$ cat src/rtl/mm_mac_sequencer_if.sv
// Operand, result and handshake bundle for mm_mac_sequencer.
// start is sampled only when ready=1; busy/done/C_* and dbg_state are DUT-driven.
interface mm_mac_sequencer_if #(
  parameter int NBITS        = 8,
  parameter int RESULT_WIDTH = 2 * NBITS
);
  logic                    start;
  logic                    ready;
  logic                    busy;
  logic                    done;
  logic [1:0]              dbg_state;
  logic [NBITS-1:0]        A_11, A_12, A_13;
  logic [NBITS-1:0]        A_21, A_22, A_23;
  logic [NBITS-1:0]        A_31, A_32, A_33;
  logic [NBITS-1:0]        B_11, B_21, B_31;
  logic [RESULT_WIDTH-1:0] C_11, C_21, C_31;

  modport master (
    output start, A_11, A_12, A_13, A_21, A_22, A_23, A_31, A_32, A_33,
           B_11, B_21, B_31,
    input  ready, busy, done, dbg_state, C_11, C_21, C_31
  );

  modport slave (
    input  start, A_11, A_12, A_13, A_21, A_22, A_23, A_31, A_32, A_33,
           B_11, B_21, B_31,
    output ready, busy, done, dbg_state, C_11, C_21, C_31
  );
endinterface

$ cat src/rtl/mm_mac_sequencer.sv
// 3x3 by 3x1 matrix-vector multiply using one time-shared multiplier, nine MAC steps.
// Optional MM_SATURATE_EN: accumulate saturates to all-ones instead of wrapping.
module mm_mac_sequencer #(
  parameter int NBITS        = 8,
  parameter int RESULT_WIDTH = 2 * NBITS
) (
  input logic                  clk,
  input logic                  rst_n,
  mm_mac_sequencer_if.slave    bus
);
  typedef enum logic [1:0] {IDLE = 2'd0, MAC = 2'd1, DONE = 2'd2} state_t;

  state_t state_q, state_d;
  logic [3:0]                         k_q, k_d;
  logic [RESULT_WIDTH-1:0]            acc_q, acc_d;
  logic [1:0][RESULT_WIDTH-1:0]       row_q, row_d;
  logic [8:0][NBITS-1:0]              a_q, a_d;
  logic [2:0][NBITS-1:0]              b_q, b_d;
  logic [2:0][RESULT_WIDTH-1:0]       c_q, c_d;

  logic                    ready_o, busy_o, done_o;
  logic [1:0]              col;
  logic [NBITS-1:0]        mul_a, mul_b;
  logic [2*NBITS-1:0]      prod;
  logic [RESULT_WIDTH-1:0] acc_next;
  logic                    accept;

  assign accept = (state_q == IDLE) && bus.start;

  always_comb begin
    col = 2'd0;
    case (k_q)
      4'd1, 4'd4, 4'd7: col = 2'd1;
      4'd2, 4'd5, 4'd8: col = 2'd2;
      default:          col = 2'd0;
    endcase
  end

  // The single shared multiplier: A[k/3][k%3] * B[k%3].
  assign mul_a = a_q[k_q];
  assign mul_b = b_q[col];
  assign prod  = (2*NBITS)'(mul_a) * (2*NBITS)'(mul_b);

`ifdef MM_SATURATE_EN
  logic [RESULT_WIDTH:0] sum_wide;
  assign sum_wide = {1'b0, acc_q} + {1'b0, RESULT_WIDTH'(prod)};
  assign acc_next = sum_wide[RESULT_WIDTH] ? '1 : sum_wide[RESULT_WIDTH-1:0];
`else
  assign acc_next = acc_q + RESULT_WIDTH'(prod);
`endif

  // State register
  always_ff @(posedge clk or negedge rst_n) begin
    if (!rst_n) state_q <= IDLE;
    else        state_q <= state_d;
  end

  // Next-state logic
  always_comb begin
    state_d = state_q;
    case (state_q)
      IDLE:    if (bus.start) state_d = MAC;
      MAC:     if (k_q == 4'd8) state_d = DONE;
      DONE:    state_d = IDLE;
      default: state_d = IDLE;
    endcase
  end

  // Output logic
  always_comb begin
    ready_o = (state_q == IDLE);
    busy_o  = (state_q != IDLE);
    done_o  = (state_q == DONE);
  end

  always_comb begin
    k_d   = k_q;
    acc_d = acc_q;
    row_d = row_q;
    a_d   = a_q;
    b_d   = b_q;
    c_d   = c_q;
    if (accept) begin
      a_d   = {bus.A_33, bus.A_32, bus.A_31, bus.A_23, bus.A_22, bus.A_21,
               bus.A_13, bus.A_12, bus.A_11};
      b_d   = {bus.B_31, bus.B_21, bus.B_11};
      acc_d = '0;
      k_d   = 4'd0;
    end else if (state_q == MAC) begin
      k_d   = k_q + 4'd1;
      acc_d = acc_next;
      if (k_q == 4'd2) begin
        row_d[0] = acc_next;
        acc_d    = '0;
      end
      if (k_q == 4'd5) begin
        row_d[1] = acc_next;
        acc_d    = '0;
      end
      // Last row never needs a register: it lands in C with the other two.
      if (k_q == 4'd8) begin
        c_d   = {acc_next, row_q[1], row_q[0]};
        acc_d = '0;
        k_d   = 4'd0;
      end
    end
  end

  always_ff @(posedge clk or negedge rst_n) begin
    if (!rst_n) begin
      k_q   <= '0;
      acc_q <= '0;
      row_q <= '0;
      a_q   <= '0;
      b_q   <= '0;
      c_q   <= '0;
    end else begin
      k_q   <= k_d;
      acc_q <= acc_d;
      row_q <= row_d;
      a_q   <= a_d;
      b_q   <= b_d;
      c_q   <= c_d;
    end
  end

  assign bus.ready     = ready_o;
  assign bus.busy      = busy_o;
  assign bus.done      = done_o;
  assign bus.dbg_state = state_q;
  assign bus.C_11      = c_q[0];
  assign bus.C_21      = c_q[1];
  assign bus.C_31      = c_q[2];
endmodule

$ cat src/flat_wrapper.sv
// flat-port wrapper written by rule: the top's interface ports become plain ports
module mm_mac_sequencer_flat 
#(
  parameter int NBITS        = 8,
  parameter int RESULT_WIDTH = 2 * NBITS
)
  (clk, rst_n, bus_start, bus_A_11, bus_A_12, bus_A_13, bus_A_21, bus_A_22, bus_A_23, bus_A_31, bus_A_32, bus_A_33, bus_B_11, bus_B_21, bus_B_31, bus_ready, bus_busy, bus_done, bus_dbg_state, bus_C_11, bus_C_21, bus_C_31);
  mm_mac_sequencer_if #(.NBITS(NBITS), .RESULT_WIDTH(RESULT_WIDTH)) bus_i ();
  input logic clk;
  input logic rst_n;
  input wire logic [$bits(bus_i.start)-1:0] bus_start;
  input wire logic [$bits(bus_i.A_11)-1:0] bus_A_11;
  input wire logic [$bits(bus_i.A_12)-1:0] bus_A_12;
  input wire logic [$bits(bus_i.A_13)-1:0] bus_A_13;
  input wire logic [$bits(bus_i.A_21)-1:0] bus_A_21;
  input wire logic [$bits(bus_i.A_22)-1:0] bus_A_22;
  input wire logic [$bits(bus_i.A_23)-1:0] bus_A_23;
  input wire logic [$bits(bus_i.A_31)-1:0] bus_A_31;
  input wire logic [$bits(bus_i.A_32)-1:0] bus_A_32;
  input wire logic [$bits(bus_i.A_33)-1:0] bus_A_33;
  input wire logic [$bits(bus_i.B_11)-1:0] bus_B_11;
  input wire logic [$bits(bus_i.B_21)-1:0] bus_B_21;
  input wire logic [$bits(bus_i.B_31)-1:0] bus_B_31;
  output wire logic [$bits(bus_i.ready)-1:0] bus_ready;
  output wire logic [$bits(bus_i.busy)-1:0] bus_busy;
  output wire logic [$bits(bus_i.done)-1:0] bus_done;
  output wire logic [$bits(bus_i.dbg_state)-1:0] bus_dbg_state;
  output wire logic [$bits(bus_i.C_11)-1:0] bus_C_11;
  output wire logic [$bits(bus_i.C_21)-1:0] bus_C_21;
  output wire logic [$bits(bus_i.C_31)-1:0] bus_C_31;
  assign bus_i.start = bus_start;
  assign bus_i.A_11 = bus_A_11;
  assign bus_i.A_12 = bus_A_12;
  assign bus_i.A_13 = bus_A_13;
  assign bus_i.A_21 = bus_A_21;
  assign bus_i.A_22 = bus_A_22;
  assign bus_i.A_23 = bus_A_23;
  assign bus_i.A_31 = bus_A_31;
  assign bus_i.A_32 = bus_A_32;
  assign bus_i.A_33 = bus_A_33;
  assign bus_i.B_11 = bus_B_11;
  assign bus_i.B_21 = bus_B_21;
  assign bus_i.B_31 = bus_B_31;
  assign bus_ready = bus_i.ready;
  assign bus_busy = bus_i.busy;
  assign bus_done = bus_i.done;
  assign bus_dbg_state = bus_i.dbg_state;
  assign bus_C_11 = bus_i.C_11;
  assign bus_C_21 = bus_i.C_21;
  assign bus_C_31 = bus_i.C_31;
  mm_mac_sequencer #(.NBITS(NBITS), .RESULT_WIDTH(RESULT_WIDTH)) u_core (.clk(clk), .rst_n(rst_n), .bus(bus_i));
endmodule
$ cat config.mk
export PLATFORM = sky130hd
export DESIGN_NAME = mm_mac_sequencer_flat
export DESIGN_NICKNAME = d
export VERILOG_FILES = /design/src/rtl/mm_mac_sequencer_if.sv /design/src/rtl/mm_mac_sequencer.sv /design/src/flat_wrapper.sv
export SDC_FILE = /design/constraint.sdc
export NUM_CORES = 1
export LEC_CHECK = 0
export ABC_CLOCK_PERIOD_IN_PS = 7500
export BUFFER_PORTS_ARGS = -buffer_cell sky130_fd_sc_hd__buf_2
export CAP_MARGIN = 5
export CORE_ASPECT_RATIO = 2
export CORE_MARGIN = 2
export CORE_UTILIZATION = 35
export DETAILED_ROUTE_END_ITERATION = 16
export GPL_TIMING_DRIVEN = 0
export PLACE_DENSITY = 0.55
export SYNTH_ARGS = -nofsm -noshare
export SYNTH_HDL_FRONTEND = slang
export SYNTH_SLANG_ARGS = --single-unit
$ cat constraint.sdc
create_clock -name clk -period 7.5 [get_ports clk]
set_clock_uncertainty 0.05 [all_clocks]
set_input_delay 1.5 -clock clk [delete_from_list [all_inputs] [get_ports clk]]
set_output_delay 1.5 -clock clk [all_outputs]
set_load 0.02 [all_outputs]
==> results of run 1 <==
[stage by stage]
step           worst slack (ns)  setup TNS (ns)  instances  util (%)
6_report                  0.386               0       1700      41.7
4_1_cts                  0.0732               0       1700      41.5
5_1_grt                  0.0189               0       1700      41.7
2_1_floorplan              1.50               0       1143         -
3_5_place_dp              0.149               0       1668      39.5
3_3_place_gp             -0.553           -2.12       1666      39.4
[routing by layer]
layer,share of wire (%),vias to the layer above
li1,-,3975
met1,42,3972
met2,51,210
met3,3.5,44
met4,2.9,0
met5,0,-
[sequential cells by signal (all words and copies together) (netlist names)]
name                  cells
u_core.a_q               72
u_core.acc_q             16
u_core.b_q               24
u_core.bus.C_11          16
u_core.bus.C_21          16
u_core.bus.C_31          16
u_core.bus.dbg_state      2
u_core.k_q                4
u_core.row_q             32
[cells by family after synthesis]
group,Yosys count,share of synthesized area (%)
buf+inv,147,5.31
simple gates,550,20.5
flops,198,45.7
mux,57,7.67
compound gates,92,6.30
xor+xnor,10,0.808
fa+ha+maj,89,13.7
[repair_timing]
action,4_1_cts,5_1_grt
endpoints found under the setup margin,0,16
gates resized for setup,0,5
hold buffers,0,0
[cell usage after synthesis, types with 6 or more instances]
master	number	area (µm²)
nand2_1	435	1630
dfrtp_1	198	4950
inv_1	96	360
nor2_1	58	218
fa_1	50	1000
ha_1	39	488
clkbuf_1	35	131
o21ai_0	27	135
mux2_2	24	270
mux2i_1	17	170
or2_2	14	87.6
nand2b_1	11	68.8
a22o_1	10	87.6
a21oi_1	8	40.0
mux4_1	8	210
mux4_2	8	180
xnor2_1	8	70.1
buf_2	7	35.0
nand3_1	7	35.0
a2bb2oi_2	6	90.1
nor2b_1	6	37.5
[final cells by class]
class	instances	area [µm²]	area share, %
Buffer	50	211	1.66
Clock buffer	19	433	3.39
Clock inverter	13	190	1.49
Inverter	97	364	2.85
Multi-Input combinational cell	798	5340	41.9
Sequential cell	198	4950	38.8
Tap cell	372	465	3.65
Timing Repair Buffer	153	798	6.26
[worst min-delay path by stage]
stage / from / end / slack (ns) / cells after the start
finish: u_core.row_q[0]$_DFFE_PN0P_ / u_core.bus.C_11[0]$_DFFE_PN0P_ / 0.42 / 2
global route: u_core.row_q[31]$_DFFE_PN0P_ / u_core.bus.C_21[15]$_DFFE_PN0P_ / 0.44 / 2
CTS: u_core.row_q[15]$_DFFE_PN0P_ / u_core.bus.C_11[15]$_DFFE_PN0P_ / 0.42 / 2
detailed placement: u_core.row_q[15]$_DFFE_PN0P_ / u_core.bus.C_11[15]$_DFFE_PN0P_ / 0.40 / 2
global placement: u_core.row_q[31]$_DFFE_PN0P_ / u_core.bus.C_21[15]$_DFFE_PN0P_ / 0.40 / 2
floorplan: u_core.row_q[15]$_DFFE_PN0P_ / u_core.bus.C_11[15]$_DFFE_PN0P_ / 0.38 / 2
[worst max-delay path, stage by stage (launching register included)]
cell       delay [ns]
dfrtp_1          0.44
buf_1            0.35
inv_1            0.17
ha_1             0.22
nor2_1           0.06
a211oi_2         0.33
buf_2            0.35
mux2i_1          0.30
a2bb2oi_2        0.42
or2_2            0.21
fa_1             0.44
fa_1             0.55
inv_1            0.05
fa_1             0.47
inv_1            0.05
fa_1             0.47
inv_1            0.04
ha_1             0.35
a21oi_1          0.25
o211ai_1         0.26
and4b_1          0.26
or3_1            0.56
mux2_2           0.33
==> impl_metrics.py, run 1 <==
metrics = {
    "run_status": {
        "status": "finished, final reports clean",
    },
    "place": {
        "io_buffers": 151,
        "place_congestion": 0.834,
        "dp_hpwl_um": 21900,
        "dpl-instance-area_mm2": 0.0121,
    },
    "timing": {
        "fmax_ghz": 0.141,
        "worst_pin_slew_ns": 0.934,
        "fin_crit_sh_pct": 94.9,
        "drv_slew": 0,
        "period_minus_slack_ns": 7.11,
        "hold_violations": 0,
        "rsz0062_at_grt": "false",
        "setup_violations": 0,
        "fin_hold_ws_ns": 0.417,
        "slew_headroom_pct": 37.2,
    },
    "grt": {
        "grt_use_met2_pct": 32.1,
        "busiest_layer": "met2",
        "grt_pass1_wl_um": 45500,
        "track_usage_pct": 18.2,
        "use_met3_pct": 2.28,
        "grt_max_degree": 125,
        "grt_overflow_total": 0,
        "grt_pass1_vias": 8409,
        "antenna_found_initial": 0,
        "met1_usage_pct": 22.5,
    },
    "clock_network": {
        "clock_sinks": 198,
        "ctsLongestPathBuffers": 2,
        "cts_max_level": 4,
        "clk_latency_ns": 0.45,
        "tritoncts": "done",
        "cts_made_buffers": 17,
        "clock-root-buffer": "clkbuf_16",
        "clk_pin_slew_ns": 0.07,
        "cts_setup_buffers": 0,
    },
    "hold_path": {
        "hp-class": "flip-flop to flip-flop",
    },
    "floorplan": {
        "dieWidth_um": 128,
        "rows": 91,
        "ios": 152,
        "start_util_pct": 35.4,
        "fp.dieH_um": 253,
        "dieArea_mm2": 0.0325,
        "core_area_mm2": 0.0306,
    },
    "logic_synthesis": {
        "synthesis.nets": 1331,
        "syn_area_mm2": 0.0108,
        "synth_edf_count": 0,
        "synth_cell_types": 56,
        "synthFlopType": "dfrtp_1",
        "synth-seq-area-share_pct": 45.7,
        "syn_avg_cell_area_um2": 9.48,
        "ys_warn_count": 0,
        "ys_ff_latch": 198,
        "synthArstFlopShare_pct": 100,
        "synthCells": 1143,
    },
    "setup_path": {
        "path_max_fanout": 10,
        "r2r_cells": 22,
        "crit_start": "u_core.k_q[1]$_DFFE_PN0P_",
        "crit_type": "flip-flop to flip-flop",
        "cp-endpoint": "u_core.row_q[26]$_DFFE_PN0P_",
        "critPathArrivalTime_ns": 7.40,
        "reg2reg_from": "u_core.k_q[1]$_DFFE_PN0P_",
        "startpoint_type": "flip-flop",
        "rrSetupSlack_ns": 0.39,
        "endpoint_kind": "flip-flop",
        "cp.required_ns": 7.79,
        "timing.rr.end": "u_core.row_q[26]$_DFFE_PN0P_",
    },
    "run": {
        "cap_violations": 0,
    },
    "detailed_routing": {
        "vias": 8201,
        "drtAntennaViolNets": 0,
        "drc_errors": 0,
        "dr.pass1.iters": 7,
        "viasPerCell": 4.82,
        "drtIter0Drc": 397,
        "routed_wl_um": 28400,
        "post_drt_wl_per_cell_um": 16.7,
    },
    "final_layout": {
        "final_cell_mix": "435 x nand2_1, 198 x dfrtp_1, 158 x buf_2",
        "antennaDiodeCount": 0,
        "layout.nets": 1503,
        "area_delta_synth_final_pct": 17.7,
        "final_common_cell": "nand2_1",
        "fillers": 3077,
        "drive_gt1_share_pct": 19.4,
        "fin_area_mm2": 0.0128,
    },
}
Power of run 1 is not shown: default switching activity piles up to over one toggle a cycle in this logic, so the estimate is an artifact.
==> run 2, diff against run 1 <==
GPL_TIMING_DRIVEN = 1   (was 0)
SLEW_MARGIN = 20   (was not set)
==> run 2 against run 1 <==
Critical path depth unchanged. First-iteration DRC count is 14% higher. Non-clock buffer count decreased by 37. Worst setup slack improved by 0.38 ns. Flip-flop and latch count did not move. Wire length is 1.1% lower.
==> impl_metrics.py, run 2 (synthesis gave the netlist of run 1 again) <==
metrics = {
    "run": {
        "cap_violations": 0,
    },
    "floorplan": {
        "rows": 91,
        "ios": 152,
        "dieArea_mm2": 0.0325,
        "core_area_mm2": 0.0306,
        "fp.dieH_um": 253,
        "start_util_pct": 35.4,
        "dieWidth_um": 128,
    },
    "setup_path": {
        "cp.required_ns": 7.83,
        "startpoint_type": "flip-flop",
        "crit_path_cell_trace": "inv_1, ha_1, nor2_1, a211oi_2, buf_4, nor2b_1, buf_4, a2bb2oi_2, or2_2, fa_1, fa_1, inv_1, fa_1, inv_1, fa_1, inv_1, ha_1, a21oi_1, nand2_1, o21a_1, o21ai_0, a32o_1",
        "crit_path_top_delay_cell": "o21ai_0",
        "crit_type": "flip-flop to flip-flop",
        "critPathArrivalTime_ns": 7.06,
        "path_max_fanout": 12,
        "max_stage_delay_ns": 0.74,
        "cp_num_buf_inv": 6,
        "cp_top_family": "adder cells",
        "endpoint_kind": "flip-flop",
    },
    "hold_path": {
        "hp-class": "flip-flop to flip-flop",
    },
    "final_layout": {
        "drive_gt1_share_pct": 20.3,
        "top_regs": "u_core.a_q (72), u_core.row_q (32), u_core.b_q (24)",
        "largest_reg_flops": 72,
        "final_cell_mix": "434 x nand2_1, 198 x dfrtp_1, 150 x buf_2",
        "top_register": "u_core.a_q",
        "antennaDiodeCount": 0,
        "fin_area_mm2": 0.0126,
        "final_common_cell": "nand2_1",
        "layout.nets": 1466,
        "area_delta_synth_final_pct": 16.1,
        "fillers": 3086,
    },
    "timing": {
        "drv_slew": 0,
        "slew_headroom_pct": 33.2,
        "period_minus_slack_ns": 6.73,
        "rsz0062_at_grt": "false",
        "fin_crit_sh_pct": 89.7,
        "fmax_ghz": 0.149,
        "setup_violations": 0,
        "hold_violations": 0,
        "worst_pin_slew_ns": 1.00,
        "fin_tns_setup_ns": 0,
    },
    "place": {
        "dp_hpwl_um": 21200,
        "dpl-instance-area_mm2": 0.0120,
        "place_congestion": 0.909,
        "io_buffers": 151,
    },
    "clock_network": {
        "clock_sinks": 198,
        "cts_max_level": 4,
        "clock-root-buffer": "clkbuf_16",
        "cts_made_buffers": 17,
        "ctsLongestPathBuffers": 2,
        "clk_latency_ns": 0.46,
        "tritoncts": "done",
        "ctsResizeCount": 0,
        "cts_setup_buffers": 0,
        "ctsHoldBuffers": 0,
        "clk_pin_slew_ns": 0.07,
    },
    "detailed_routing": {
        "dr.pass1.iters": 5,
        "drc_errors": 0,
        "drtAntennaViolNets": 0,
        "vias": 8096,
        "post_drt_wl_per_cell_um": 16.9,
        "wl_met1_um": 12200,
        "top_layer": "met4",
        "met3_length_um": 1060,
        "drtIter0Drc": 453,
        "routed_wl_um": 28000,
        "routed-wl-met2_um": 14100,
        "viasPerCell": 4.87,
    },
    "grt": {
        "grt_pass1_wl_um": 45000,
        "grt_pass1_vias": 8401,
        "grt_overflow_total": 0,
        "track_usage_pct": 18.0,
        "antenna_found_initial": 0,
        "grt_max_degree": 125,
    },
    "run_status": {
        "status": "finished, final reports clean",
    },
}
[run 2: cell count changes in the layout (fill, tap and decap cells not counted), sizes merged]
cell,before,now
clkinvlp,1,0
bufinv,3,1
clkinv,6,10
buf,168,165
clkbuf,54,19
[run 2: layer usage]
metal,track usage (%),up-vias
met1,22.4,3950
met5,0,-
met2,30.9,209
met4,6.44,0
li1,-,3903
met3,3.25,34
[run 2: final cells by class]
class                   instances  area (µm²)  share of cell area, %
inverters                      97         364                   2.89
clock buffers                  18         439                   3.49
well taps                     372         465                   3.70
multi-input cells             798        5320                   42.3
flip-flops and latches        198        4950                   39.4
clock inverters                14         161                   1.28
repair buffers                166         877                   6.97
[run 2: worst paths after layout]
path,depth (start not counted),from,to,slack [ns]
hold / removal,2,u_core.row_q[1]$_DFFE_PN0P_,u_core.bus.C_11[1]$_DFFE_PN0P_,0.42
min in group asynchronous,1,rst_n,u_core.bus.C_21[7]$_DFFE_PN0P_,1.14
hold reg to reg,2,u_core.row_q[1]$_DFFE_PN0P_,u_core.bus.C_11[1]$_DFFE_PN0P_,0.42
setup / recovery,22,u_core.k_q[0]$_DFFE_PN0P_,u_core.acc_q[15]$_DFFE_PN0P_,0.77
max in group asynchronous,2,rst_n,u_core.b_q[5]$_DFFE_PN0P_,4.68
setup reg to reg,22,u_core.k_q[0]$_DFFE_PN0P_,u_core.acc_q[15]$_DFFE_PN0P_,0.77
[run 2: tightest hold or removal path: cells and delay by family (launching register included)]
family           cells  cell delay [ns]
and+or+nand+nor      2             0.10
DFF                  1             0.34
[run 2: through the flow]
step	utilization [%]	hold slack (ns)	worst slack, ns	cells
2_1_floorplan	-	0.380	1.50	1143
3_3_place_gp	39.1	0.393	0.949	1631
3_5_place_dp	39.1	0.399	0.831	1631
4_1_cts	41.1	0.419	0.832	1663
5_1_grt	41.1	0.439	0.499	1663
6_report	41.1	0.417	0.771	1663
Power of run 2 is left out for the same reason.
==> run 3, diff against run 2 <==
ABC_CLOCK_PERIOD_IN_PS = 6200   (was 7500)
clock period = 6.2 ns   (was 7.5 ns; I/O delays follow)
==> run 3 against run 2 <==
Sequential share of layout area is 0.87 points lower. Core utilization grew 0.94 points. Design area increased by 2.3%. Non-clock buffer count increased by 27.
==> impl_metrics.py, run 3 (synthesis gave the netlist of run 1 again) <==
metrics = {
    "setup_path": {
        "max_stage_delay_ns": 0.56,
        "critPathMostFrequentCell": "fa_1",
        "crit_path_cell_trace": "buf_12, mux4_2, mux2i_1, nor2_1, a21oi_2, buf_4, nor2_1, fa_1, fa_1, fa_1, inv_1, fa_1, inv_1, ha_1, a21oi_1, o211ai_1, a21o_1, or3_1, a32o_1",
        "startpoint_type": "flip-flop",
        "critPathArrivalTime_ns": 6.25,
        "cp.required_ns": 6.48,
        "crit_path_top_delay_cell": "fa_1",
        "path_max_fanout": 20,
        "endpoint_kind": "flip-flop",
        "crit_type": "flip-flop to flip-flop",
    },
    "timing": {
        "setup_ws_ns": 0.231,
        "setup_violations": 0,
        "slew_headroom_pct": 30.4,
        "worst_pin_slew_ns": 1.04,
        "hold_violations": 0,
        "fin_crit_sh_pct": 96.3,
        "fmax_ghz": 0.168,
        "drv_slew": 0,
        "fin_tns_setup_ns": 0,
        "period_minus_slack_ns": 5.97,
        "rsz0062_at_grt": "false",
    },
    "final_layout": {
        "drive_gt1_share_pct": 22.8,
        "top_regs": "u_core.a_q (72), u_core.row_q (32), u_core.b_q (24)",
        "top_register": "u_core.a_q",
        "largest_reg_flops": 72,
        "area_delta_synth_final_pct": 18.8,
        "fin_util_pct": 42.0,
        "final_common_cell": "nand2_1",
        "layout.nets": 1493,
        "final_cell_mix": "434 x nand2_1, 197 x dfrtp_1, 150 x buf_2",
        "antennaDiodeCount": 0,
    },
    "detailed_routing": {
        "post_drt_wl_per_cell_um": 16.9,
        "dr.pass1.iters": 5,
        "viasPerCell": 4.85,
        "routed_wl_um": 28500,
        "drtIter0Drc": 529,
        "drc_errors": 0,
        "drtAntennaViolNets": 0,
        "vias": 8203,
    },
    "run": {
        "cap_violations": 0,
    },
    "floorplan": {
        "start_util_pct": 35.4,
        "dieWidth_um": 128,
        "rows": 91,
        "fp.dieH_um": 253,
        "ios": 152,
        "dieArea_mm2": 0.0325,
        "core_area_mm2": 0.0306,
    },
    "hold_path": {
        "hp-class": "flip-flop to flip-flop",
    },
    "run_status": {
        "status": "finished, final reports clean",
    },
    "clock_network": {
        "ctsLongestPathBuffers": 2,
        "ctsHoldBuffers": 0,
        "clock_sinks": 198,
        "clk_pin_slew_ns": 0.08,
        "tritoncts": "done",
        "clock-root-buffer": "clkbuf_16",
        "cts_made_buffers": 17,
        "clk_latency_ns": 0.45,
        "cts_max_level": 4,
    },
    "place": {
        "place_ws_ns": 0.0559,
        "dp_hpwl_um": 21700,
        "place_congestion": 0.883,
        "io_buffers": 151,
    },
    "grt": {
        "track_usage_pct": 18.3,
        "grt_pass1_vias": 8700,
        "grt_overflow_total": 0,
        "antenna_found_initial": 0,
        "grt_pass1_wl_um": 46200,
        "grt_max_degree": 88,
    },
}
[run 3: routing by layer]
metal | GRT usage (%) | vias up | wire, µm
li1 | - | 3945 | -
met1 | 22.3 | 4023 | 11900
met2 | 33.2 | 207 | 15000
met3 | 2.64 | 28 | 1060
met4 | 5.18 | 0 | 509
met5 | 0 | - | 0
[run 3: worst paths after layout]
kind	startpoint	cells after the start	slack, ns	endpoint
max in group asynchronous	rst_n	2	3.96	u_core.k_q[0]$_DFFE_PN0P_
max	u_core.k_q[0]$_DFFE_PN0P_	19	0.23	u_core.acc_q[15]$_DFFE_PN0P_
min in group asynchronous	rst_n	1	0.79	u_core.bus.C_21[6]$_DFFE_PN0P_
max reg2reg	u_core.k_q[0]$_DFFE_PN0P_	19	0.23	u_core.acc_q[15]$_DFFE_PN0P_
min	u_core.row_q[2]$_DFFE_PN0P_	2	0.41	u_core.bus.C_11[2]$_DFFE_PN0P_
min reg2reg	u_core.row_q[2]$_DFFE_PN0P_	2	0.41	u_core.bus.C_11[2]$_DFFE_PN0P_
[run 3: through the flow]
| stage | instance area, µm² | hold slack (ns) | cells |
|---|---|---|---|
| 2_1_floorplan | 10800 | 0.380 | 1143 |
| 5_1_grt | 12900 | 0.433 | 1690 |
| 3_3_place_gp | 12200 | 0.393 | 1656 |
| 6_report | 12900 | 0.414 | 1690 |
| 4_1_cts | 12800 | 0.415 | 1688 |
| 3_5_place_dp | 12200 | 0.399 | 1656 |
[run 3: final cells by class]
cell class	count	area, µm²
Timing Repair Buffer	193	1090
Clock buffer	17	425
Multi-Input combinational cell	798	5370
Fill cell	3028	17800
Inverter	97	364
Tap cell	372	465
Sequential cell	198	4960
Clock inverter	15	194
[run 3: critical path, delay by kind of cell (launching register included)]
kind / cells / cell delay, ns
flip-flops: 1 / 0.43
AO/OA/AOI/OAI: 5 / 1.13
multiplexers: 2 / 0.81
adder cells (fa/ha/maj): 5 / 2.27
buffers and inverters: 4 / 0.49
AND/OR/NAND/NOR: 3 / 0.65
[run 3: repair_timing]
item | CTS | global route
gates resized for setup | 0 | 12
setup buffers | 0 | 2
endpoints found under the setup margin | 0 | 17
Power of run 3 is left out for the same reason.
